$ cat src/rtl/call_stack_param_pkg.sv
// ---------------------------------------------------------------------------
// call_stack_param_pkg
// Shared definitions for the return-address stack and the logic around it
// (ID-stage controller, hazard unit).
//   OVF_SATURATE / OVF_WRAP : values for the OVF_MODE parameter
//   ptrWidth / cntWidth     : sizing helpers for stack pointer and occupancy
//   stack_op_e              : opcode-independent stack operation encoding
// ---------------------------------------------------------------------------
package call_stack_param_pkg;

    localparam int OVF_SATURATE = 0;
    localparam int OVF_WRAP     = 1;

    // Pointer addresses DEPTH slots; keep at least one bit for tiny stacks.
    function automatic int ptrWidth(input int depth);
        return (depth > 1) ? $clog2(depth) : 1;
    endfunction

    // Occupancy must be able to represent 0..DEPTH inclusive.
    function automatic int cntWidth(input int depth);
        return $clog2(depth + 1);
    endfunction

    typedef enum logic [1:0] {
        OP_NOP     = 2'd0,
        OP_PUSH    = 2'd1,
        OP_POP     = 2'd2,
        OP_REPLACE = 2'd3
    } stack_op_e;

endpackage

$ cat src/rtl/call_stack_ram.sv
// ---------------------------------------------------------------------------
// call_stack_ram
// DEPTH x DATA_W register array backing the return-address stack.
//   clk      : rising-edge clock
//   rst      : asynchronous active-low reset, clears every entry
//   i_we     : write enable
//   i_waddr  : write address
//   i_wdata  : write data
//   i_raddr  : asynchronous read address
//   o_rdata  : entry at i_raddr
// ---------------------------------------------------------------------------
module call_stack_ram #(
    parameter int DATA_W = 12,
    parameter int DEPTH  = 8,
    parameter int ADDR_W = 3
) (
    input  logic              clk,
    input  logic              rst,
    input  logic              i_we,
    input  logic [ADDR_W-1:0] i_waddr,
    input  logic [DATA_W-1:0] i_wdata,
    input  logic [ADDR_W-1:0] i_raddr,
    output logic [DATA_W-1:0] o_rdata
);

    logic [DATA_W-1:0] r_mem [DEPTH];

    always_ff @(posedge clk or negedge rst) begin
        if (!rst) begin
            for (int i = 0; i < DEPTH; i++) begin
                r_mem[i] <= '0;
            end
        end else if (i_we) begin
            r_mem[i_waddr] <= i_wdata;
        end
    end

    assign o_rdata = r_mem[i_raddr];

endmodule

$ cat src/rtl/call_stack_param.sv
// ---------------------------------------------------------------------------
// call_stack_param
// Parametrised return-address stack with checkpoint/restore for squashes.
//   clk, rst             : rising-edge clock, async active-low reset
//   push, pop, writeData : stack operation request and address to push
//   readData             : current top of stack (0 when empty)
//   ckpt, restore        : snapshot / roll back sp and count
//   clrErr               : clear sticky overflow/underflow
//   count, empty, full   : occupancy status
//   overflow, underflow  : sticky error flags
// DEPTH must be a power of two so pointer arithmetic wraps naturally.
// ---------------------------------------------------------------------------
module call_stack_param
    import call_stack_param_pkg::*;
#(
    parameter int DATA_W   = 12,
    parameter int DEPTH    = 8,
    parameter int OVF_MODE = OVF_SATURATE
) (
    input  logic                         clk,
    input  logic                         rst,
    input  logic                         push,
    input  logic                         pop,
    input  logic [DATA_W-1:0]            writeData,
    output logic [DATA_W-1:0]            readData,
    input  logic                         ckpt,
    input  logic                         restore,
    input  logic                         clrErr,
    output logic [cntWidth(DEPTH)-1:0]   count,
    output logic                         empty,
    output logic                         full,
    output logic                         overflow,
    output logic                         underflow
);

    localparam int PTR_W = ptrWidth(DEPTH);
    localparam int CNT_W = cntWidth(DEPTH);
    localparam logic [PTR_W-1:0] PTR_ONE  = PTR_W'(1);
    localparam logic [CNT_W-1:0] CNT_ONE  = CNT_W'(1);
    localparam logic [CNT_W-1:0] CNT_FULL = CNT_W'(DEPTH);

    logic [PTR_W-1:0]  r_sp;
    logic [CNT_W-1:0]  r_count;
    logic [PTR_W-1:0]  r_snapSp;
    logic [CNT_W-1:0]  r_snapCount;
    logic              r_overflow;
    logic              r_underflow;

    stack_op_e         w_op;
    logic              w_empty;
    logic              w_full;
    logic [PTR_W-1:0]  w_top;
    logic              w_we;
    logic [PTR_W-1:0]  w_waddr;
    logic [DATA_W-1:0] w_rdData;
    logic [PTR_W-1:0]  w_spNext;
    logic [CNT_W-1:0]  w_countNext;
    logic              w_setOvf;
    logic              w_setUnf;

    assign w_empty = (r_count == '0);
    assign w_full  = (r_count == CNT_FULL);
    assign w_top   = r_sp - PTR_ONE;

    // Restore masks push/pop entirely. Push+pop on an empty stack has no
    // top to replace, so it degrades to a plain push.
    always_comb begin
        w_op = OP_NOP;
        if (!restore) begin
            if (push && pop && !w_empty) begin
                w_op = OP_REPLACE;
            end else if (push) begin
                w_op = OP_PUSH;
            end else if (pop) begin
                w_op = OP_POP;
            end
        end
    end

    // Next pointer/count, RAM write and flag-set conditions.
    always_comb begin
        w_we        = 1'b0;
        w_waddr     = r_sp;
        w_spNext    = r_sp;
        w_countNext = r_count;
        w_setOvf    = 1'b0;
        w_setUnf    = 1'b0;
        if (restore) begin
            w_spNext    = r_snapSp;
            w_countNext = r_snapCount;
        end
        case (w_op)
            OP_PUSH: begin
                // pop alongside push only reaches here when empty
                w_setUnf = pop;
                if (!w_full) begin
                    w_we        = 1'b1;
                    w_spNext    = r_sp + PTR_ONE;
                    w_countNext = r_count + CNT_ONE;
                end else begin
                    w_setOvf = 1'b1;
                    if (OVF_MODE == OVF_WRAP) begin
                        w_we     = 1'b1;
                        w_spNext = r_sp + PTR_ONE;
                    end
                end
            end
            OP_POP: begin
                if (!w_empty) begin
                    w_spNext    = r_sp - PTR_ONE;
                    w_countNext = r_count - CNT_ONE;
                end else begin
                    w_setUnf = 1'b1;
                end
            end
            OP_REPLACE: begin
                w_we    = 1'b1;
                w_waddr = w_top;
            end
            default: begin
            end
        endcase
    end

    // State update. The snapshot takes pre-edge values; restore wins over
    // a simultaneous ckpt so the old snapshot survives. Flag set beats clear.
    always_ff @(posedge clk or negedge rst) begin
        if (!rst) begin
            r_sp        <= '0;
            r_count     <= '0;
            r_snapSp    <= '0;
            r_snapCount <= '0;
            r_overflow  <= 1'b0;
            r_underflow <= 1'b0;
        end else begin
            r_sp    <= w_spNext;
            r_count <= w_countNext;
            if (ckpt && !restore) begin
                r_snapSp    <= r_sp;
                r_snapCount <= r_count;
            end
            if (w_setOvf) begin
                r_overflow <= 1'b1;
            end else if (clrErr) begin
                r_overflow <= 1'b0;
            end
            if (w_setUnf) begin
                r_underflow <= 1'b1;
            end else if (clrErr) begin
                r_underflow <= 1'b0;
            end
        end
    end

    call_stack_ram #(
        .DATA_W (DATA_W),
        .DEPTH  (DEPTH),
        .ADDR_W (PTR_W)
    ) u_ram (
        .clk     (clk),
        .rst     (rst),
        .i_we    (w_we),
        .i_waddr (w_waddr),
        .i_wdata (writeData),
        .i_raddr (w_top),
        .o_rdata (w_rdData)
    );

    assign readData  = w_empty ? '0 : w_rdData;
    assign count     = r_count;
    assign empty     = w_empty;
    assign full      = w_full;
    assign overflow  = r_overflow;
    assign underflow = r_underflow;

endmodule

$ cat config.mk
export PLATFORM = sky130hd
export DESIGN_NAME = call_stack_param
export DESIGN_NICKNAME = d
export VERILOG_FILES = /design/src/rtl/call_stack_param_pkg.sv /design/src/rtl/call_stack_ram.sv /design/src/rtl/call_stack_param.sv
export SDC_FILE = /design/constraint.sdc
export NUM_CORES = 1
export LEC_CHECK = 0
export BUFFER_PORTS_ARGS = -buffer_cell sky130_fd_sc_hd__buf_2
export CAP_MARGIN = 20
export CORE_MARGIN = 4
export CORE_UTILIZATION = 60
export DETAILED_ROUTE_END_ITERATION = 6
export HOLD_SLACK_MARGIN = 0.02
export PLACE_DENSITY_LB_ADDON = 0.15
export SLEW_MARGIN = 20
export SYNTH_ARGS = -nofsm -noshare
export SYNTH_HDL_FRONTEND = slang
export SYNTH_SLANG_ARGS = --single-unit
export TNS_END_PERCENT = 1
$ cat constraint.sdc
create_clock -name clk -period 3.5 [get_ports clk]
set_input_delay 0.7 -clock clk [delete_from_list [all_inputs] [get_ports clk]]
set_output_delay 0.7 -clock clk [all_outputs]
set_load 0.02 [all_outputs]
Yosys cells after proc, flatten, opt, wreduce, memory -nomap -nowiden --
Cells that the tools add are included.
Word-level totals: input port bits 19, output and inout bits 20, register bits after elaboration 112, word-level logic and storage cells 65
Cells by class: equal/unequal tests 4, reduce and logical (&&, ||, !) cells 9, multiplexer cells 29, magnitude comparators 3, add/sub/neg operators 4, bitwise gates (word level) 2
Operators with widths (number):
- $bwmux W96 | 1
- $mux W12 | 4
- $bmux W12 S3 | 1
- $demux W12 S3 | 1
- $mux W3 | 4
- $mux W4 | 3
- $ge A4 B4 Y1 const B | 2
- $mux W2 | 4
- $not A3 Y4 | 2
- $pmux W4 S2 | 1
- $mux W1 | 7
- $pmux W3 S2 | 1
- $add A4 B1 Y4 const B | 1
- $eq A2 B2 Y1 const B | 2
- $eq A4 B4 Y1 const B | 1
- $logic_and A1 B1 Y1 | 4
- $logic_not A4 Y1 | 1
- $lt A4 B1 Y1 const B | 1
- $pmux W1 S2 | 2
- $reduce_bool A2 Y1 | 2
- $sub A4 B1 Y4 const B | 1
- $add A3 B1 Y3 const B | 1
- $sub A3 B1 Y3 const B | 1
- $eq A2 B1 Y1 const B | 1
- $logic_not A1 Y1 | 2

Logic depth before layout (Yosys ltp) --
word-level depth 13, gate-level depth with buffers 13, gate-level depth less buffers 11

Cells and area by module --
From an unflattened synthesis, not the netlist that was laid out.
Unflattened totals: cell total of the unflattened synthesis 376, area total of the unflattened synthesis 5562.8 um2
Modules (own cells, without submodules):
- call_stack_ram | times used 1, cells an instance 251, seq. area each 2402.3 um2, area each 4414.2 um2
- call_stack_param | times used 1, cells an instance 125, seq. area each 400.4 um2, area each 1148.6 um2

Least setup slack after synthesis --
OpenSTA, ideal clock, no wires.
path type register -> register, start register r_count[0] (netlist: count[0]), end register u_ram.r_mem[73] in the netlist's numbering, slack 0.525 ns, library setup time 0.130 ns, period minus slack after synthesis 2.975 ns, required time 3.370 ns, arrival time 2.846 ns, stages on the path, launching flop included 14, path buffers 2, cell sequence dfrtp_1 -> inv_1 -> ha_1 -> nor3b_2 -> nand2_1 -> nand3b_1 -> inv_1 -> ha_1 -> buf_4 -> or2_2 -> a211oi_1 -> o21ai_0 -> buf_2 -> o2bb2ai_1
Between the ends: cells in the longest elaborated chain, start to end 13, elaborated cells between the ends (all ways) 18, those cells by class order compare (2); eq/ne (3); mux (8); bitwise (1); reduce/logical (4)
Ends and longest elaborated chain:
- start: declaration | RTL line call_stack_param.sv:43 | logic [CNT_W-1:0] r_count;
- start signal: assignment | RTL line call_stack_param.sv:137 | r_count <= w_countNext;
- $logic_not A4 Y1 | RTL line call_stack_param.sv:61 | assign w_empty = (r_count == '0);
- $logic_not A1 Y1
- $logic_and A1 B1 Y1 | RTL line call_stack_param.sv:70 | if (push && pop && !w_empty) begin
- $mux W2 | RTL line call_stack_param.sv:70
- $mux W2 | RTL line call_stack_param.sv:69 | if (!restore) begin
- $eq A2 B2 Y1 | RTL line call_stack_param.sv:92 | case (w_op)
- $mux W3 | RTL line call_stack_param.sv:92
- $not A3 Y4 (implied by the code) | RTL line call_stack_ram.sv:34 | r_mem[i_waddr] <= i_wdata;
- $ge A4 B4 Y1 (implied by the code) or $lt A4 B1 Y1 (tied branches) | RTL line call_stack_ram.sv:34
- $logic_and A1 B1 Y1 (implied by the code) | RTL line call_stack_ram.sv:34
- $mux W12 (implied by the code) | RTL line call_stack_ram.sv:34
- $demux W12 S3 | RTL line call_stack_ram.sv:34
- $bwmux W96 | RTL line call_stack_ram.sv:34
- end signal: indexed assignment | RTL line call_stack_ram.sv:34
- end: declaration | RTL line call_stack_ram.sv:26 | logic [DATA_W-1:0] r_mem [DEPTH];
Several ways; a longest one is shown, not always the timed one. A chain may end at the register's enable or synchronous reset.

Worst setup path in the final report --
start register r_count[0] (netlist: count[0]), end register u_ram.r_mem[94] in the netlist's numbering
Same word-level chain as after synthesis.

==> qor.txt <==
# clock sinks: 112
Initial drt markers: 347
Yosys reg bits: 112
CTS buffer count: 9
Initial core utilization: 61.4%
Startpoint Class: flop
Power density over the cells: 738 nW/um^2
Post-CTS Resized: 0
VDD IR max: 0.000376 V
Die Wd: 102 um
Slowest stage cell, crit path: dfrtp_1
# DRC: 0
Min Tclk post-route: 3.17 ns
Die H: 102 um
Largest net degree at the start of global routing: 69
Asr flop ratio synth: 100%
Hold WC Path Type: input port to asynchronous set/reset pin
Antenna violations before repair: 0
Via density: 6.82
Top cell type by total area after synthesis: dfrtp_1
HPWL after detailed placement: 8890 um
Total chip power: 4.36 mW
Grt ovf: 0
Hold WS: 0.408 ns
ANT nets after route: 0
Worst-margin pin slew: 1.02 ns
Endpoints failing hold: 0
CP cell instances: inv_1 > ha_1 > nor3b_2 > nand2_1 > nand3b_1 > inv_1 > ha_1 > or2_2 > a211oi_1 > o21ai_1 > buf_4 > o2bb2ai_1
Setup repair bufs after CTS: 0
CP Max Fanout: 9
Worst EP required: 3.74 ns
GRT Resource Usage Total: 27.7%
Core Region: 8720 sq um
Final setup margin: 0.333 ns
Vias in the first global route: 4,160
Top_reg_cell synth: dfrtp_1
CP endpoint kind: flop
Fmax achieved: 0.316 GHz
Total number of H-tree levels: 3
Unrepaired setup endpoints after global routing: false
Final wirelength: 13,500 um
Synth unique cells: 40
Critical path arrival: 3.41 ns
First-pass GRT wire length: 22,100 um
FP Rows: 34
Buf/Inv on CP: 3
# hold bufs at CTS: 0
Setup WS pre-CTS: 0.312 ns
Status: finished, final reports clean
Die area: 10,500 sq um
Yosys warnings: 0
Total number of vias: 4,016
IO Count: 39
Max-slew violation count: 0
Worst skew pair latency: 0.38 ns
Top delay family on crit path: compound AO/OA/AOI/OAI gates
Synth Instances: 440
CTS clock-pin slew for the worst setup and hold paths: 0.11 ns
Synthesized Nets: 467
Top cell type's share of synthesized area: 52.4%
Final Cycle Share: 90.5%
Clk buf depth: 2
Syn avg cell area: 12.2 sq um
Top cells by area, synth: dfrtp_1 (52%), o2bb2ai_1 (16%), mux4_2 (10%), nand2_1 (3.8%), buf_2 (1.9%)
Synthesized area: 5350 sq um
Post-synth top cells: dfrtp_1 (112), o2bb2ai_1 (96), nand2_1 (54)
RD Place Congestion: 0.814
Layout cell share with drive strength beyond 1: 22.9%
Most frequent cell after synthesis: dfrtp_1
CTS tree: built
Finish-stage setup viols: 0
Dpl cells: 572
Slew margin rel.: 31.9%
Layout area overhead: 10.4%
Setup TNS: 0 ns
Nets@finish: 503
Routed len/inst: 22.9 um
Pre-antenna DRT Iters: 6
IO buf count: 38
Max-cap viol count: 0
Leakage: 2.51 nW
Seq/Total Area, Yosys: 52.4%
Antenna diode count: 0
Setup Crit Path Kind: flop to flop
Finished Layout Cells: 589
Fill count: 652
Clk_skew: 0.0139 ns
Slowest cell delay on critical path: 0.48 ns
Number of synthesized flops with an enable pin: 0
Clock Root Buffer: clkbuf_8
[logic make-up after synthesis]
logic type / synth area share (%)
AND/OR/NAND/NOR: 7.78
AO/OA/AOI/OAI: 21.6
flip-flops: 52.4
buffers and inverters: 3.69
XOR/XNOR: 0.491
adder cells (fa/ha/maj): 1.87
multiplexers: 12.2
[worst paths after layout]
| path | startpoint | endpoint | slack [ns] | cells after the start |
|---|---|---|---|---|
| setup / recovery | count[0]$_DFF_PN0_ | u_ram.r_mem[94]$_DFFE_PN0P_ | 0.33 | 12 |
| hold / removal | rst | count[1]$_DFF_PN0_ | 0.41 | 1 |
| setup reg to reg | count[0]$_DFF_PN0_ | u_ram.r_mem[94]$_DFFE_PN0P_ | 0.33 | 12 |
| hold reg to reg | r_snapCount[0]$_DFFE_PN0P_ | r_snapCount[0]$_DFFE_PN0P_ | 0.49 | 2 |
| max in group asynchronous | rst | u_ram.r_mem[75]$_DFFE_PN0P_ | 2.36 | 2 |
| min in group clk | r_snapCount[0]$_DFFE_PN0P_ | r_snapCount[0]$_DFFE_PN0P_ | 0.49 | 2 |
[cell type report]
class / count / area [sq um] / share of cell area [%]
Multi-Input combinational cell: 283 / 2360 / 39.9
Tap cell: 108 / 135 / 2.29
Inverter: 11 / 41.3 / 0.699
Timing Repair Buffer: 59 / 363 / 6.14
Sequential cell: 112 / 2800 / 47.5
Clock inverter: 6 / 66.3 / 1.12
Clock buffer: 10 / 138 / 2.33
[report_power, final]
part	switching [mW]	internal (mW)	total, mW
Sequential	0.244	1.65	1.89
Combinational	0.931	0.738	1.67
Clock	0.446	0.354	0.800
Total	1.62	2.74	4.36
[cell usage in the layout, fill, tap and decap left out, types with 3 or more instances in the layout]
cell type,netlist,routed
a21oi_1,17,17
buf_2,20,37
buf_4,1,21
clkbuf_8,0,10
dfrtp_1,112,111
ha_1,8,8
inv_1,11,11
mux2_2,3,3
mux2i_1,8,8
mux4_2,24,24
nand2_1,54,54
nand2b_1,4,4
nand3b_1,5,5
nor2_1,11,11
nor3_1,4,4
nor3b_1,3,3
o21ai_0,8,4
o21ai_1,4,6
o22ai_1,9,9
o2bb2ai_1,96,96
[metal layers]
metal	routed length (um)	GRT usage [%]
met4	282	9.18
met1	5770	40.2
met5	0	0
met2	6350	42.1
met3	1100	5.60
[metrics by stage]
step | util (%) | cell area [sq um]
after floorplan | - | 5350
after global placement | 65.2 | 5690
after detailed placement | 65.3 | 5700
after CTS | 67.6 | 5900
after global routing | 67.7 | 5910
final | 67.7 | 5910
[worst reg2reg max path, delay by kind of cell, from the launching register on]
kind            cells  cell delay (ns)
fa+ha+maj           2             0.52
simple gates        4             0.73
compound gates      3             0.84
buf+inv             3             0.48
flops               1             0.48
[state kept, by name, indices dropped and copies added, names as in the netlist]
signal / count
u_ram.r_mem: 96
count: 4
r_snapCount: 4
r_snapSp: 3
r_sp: 3
overflow: 1
underflow: 1
No activity file was read; power rests on OpenSTA's default activity.
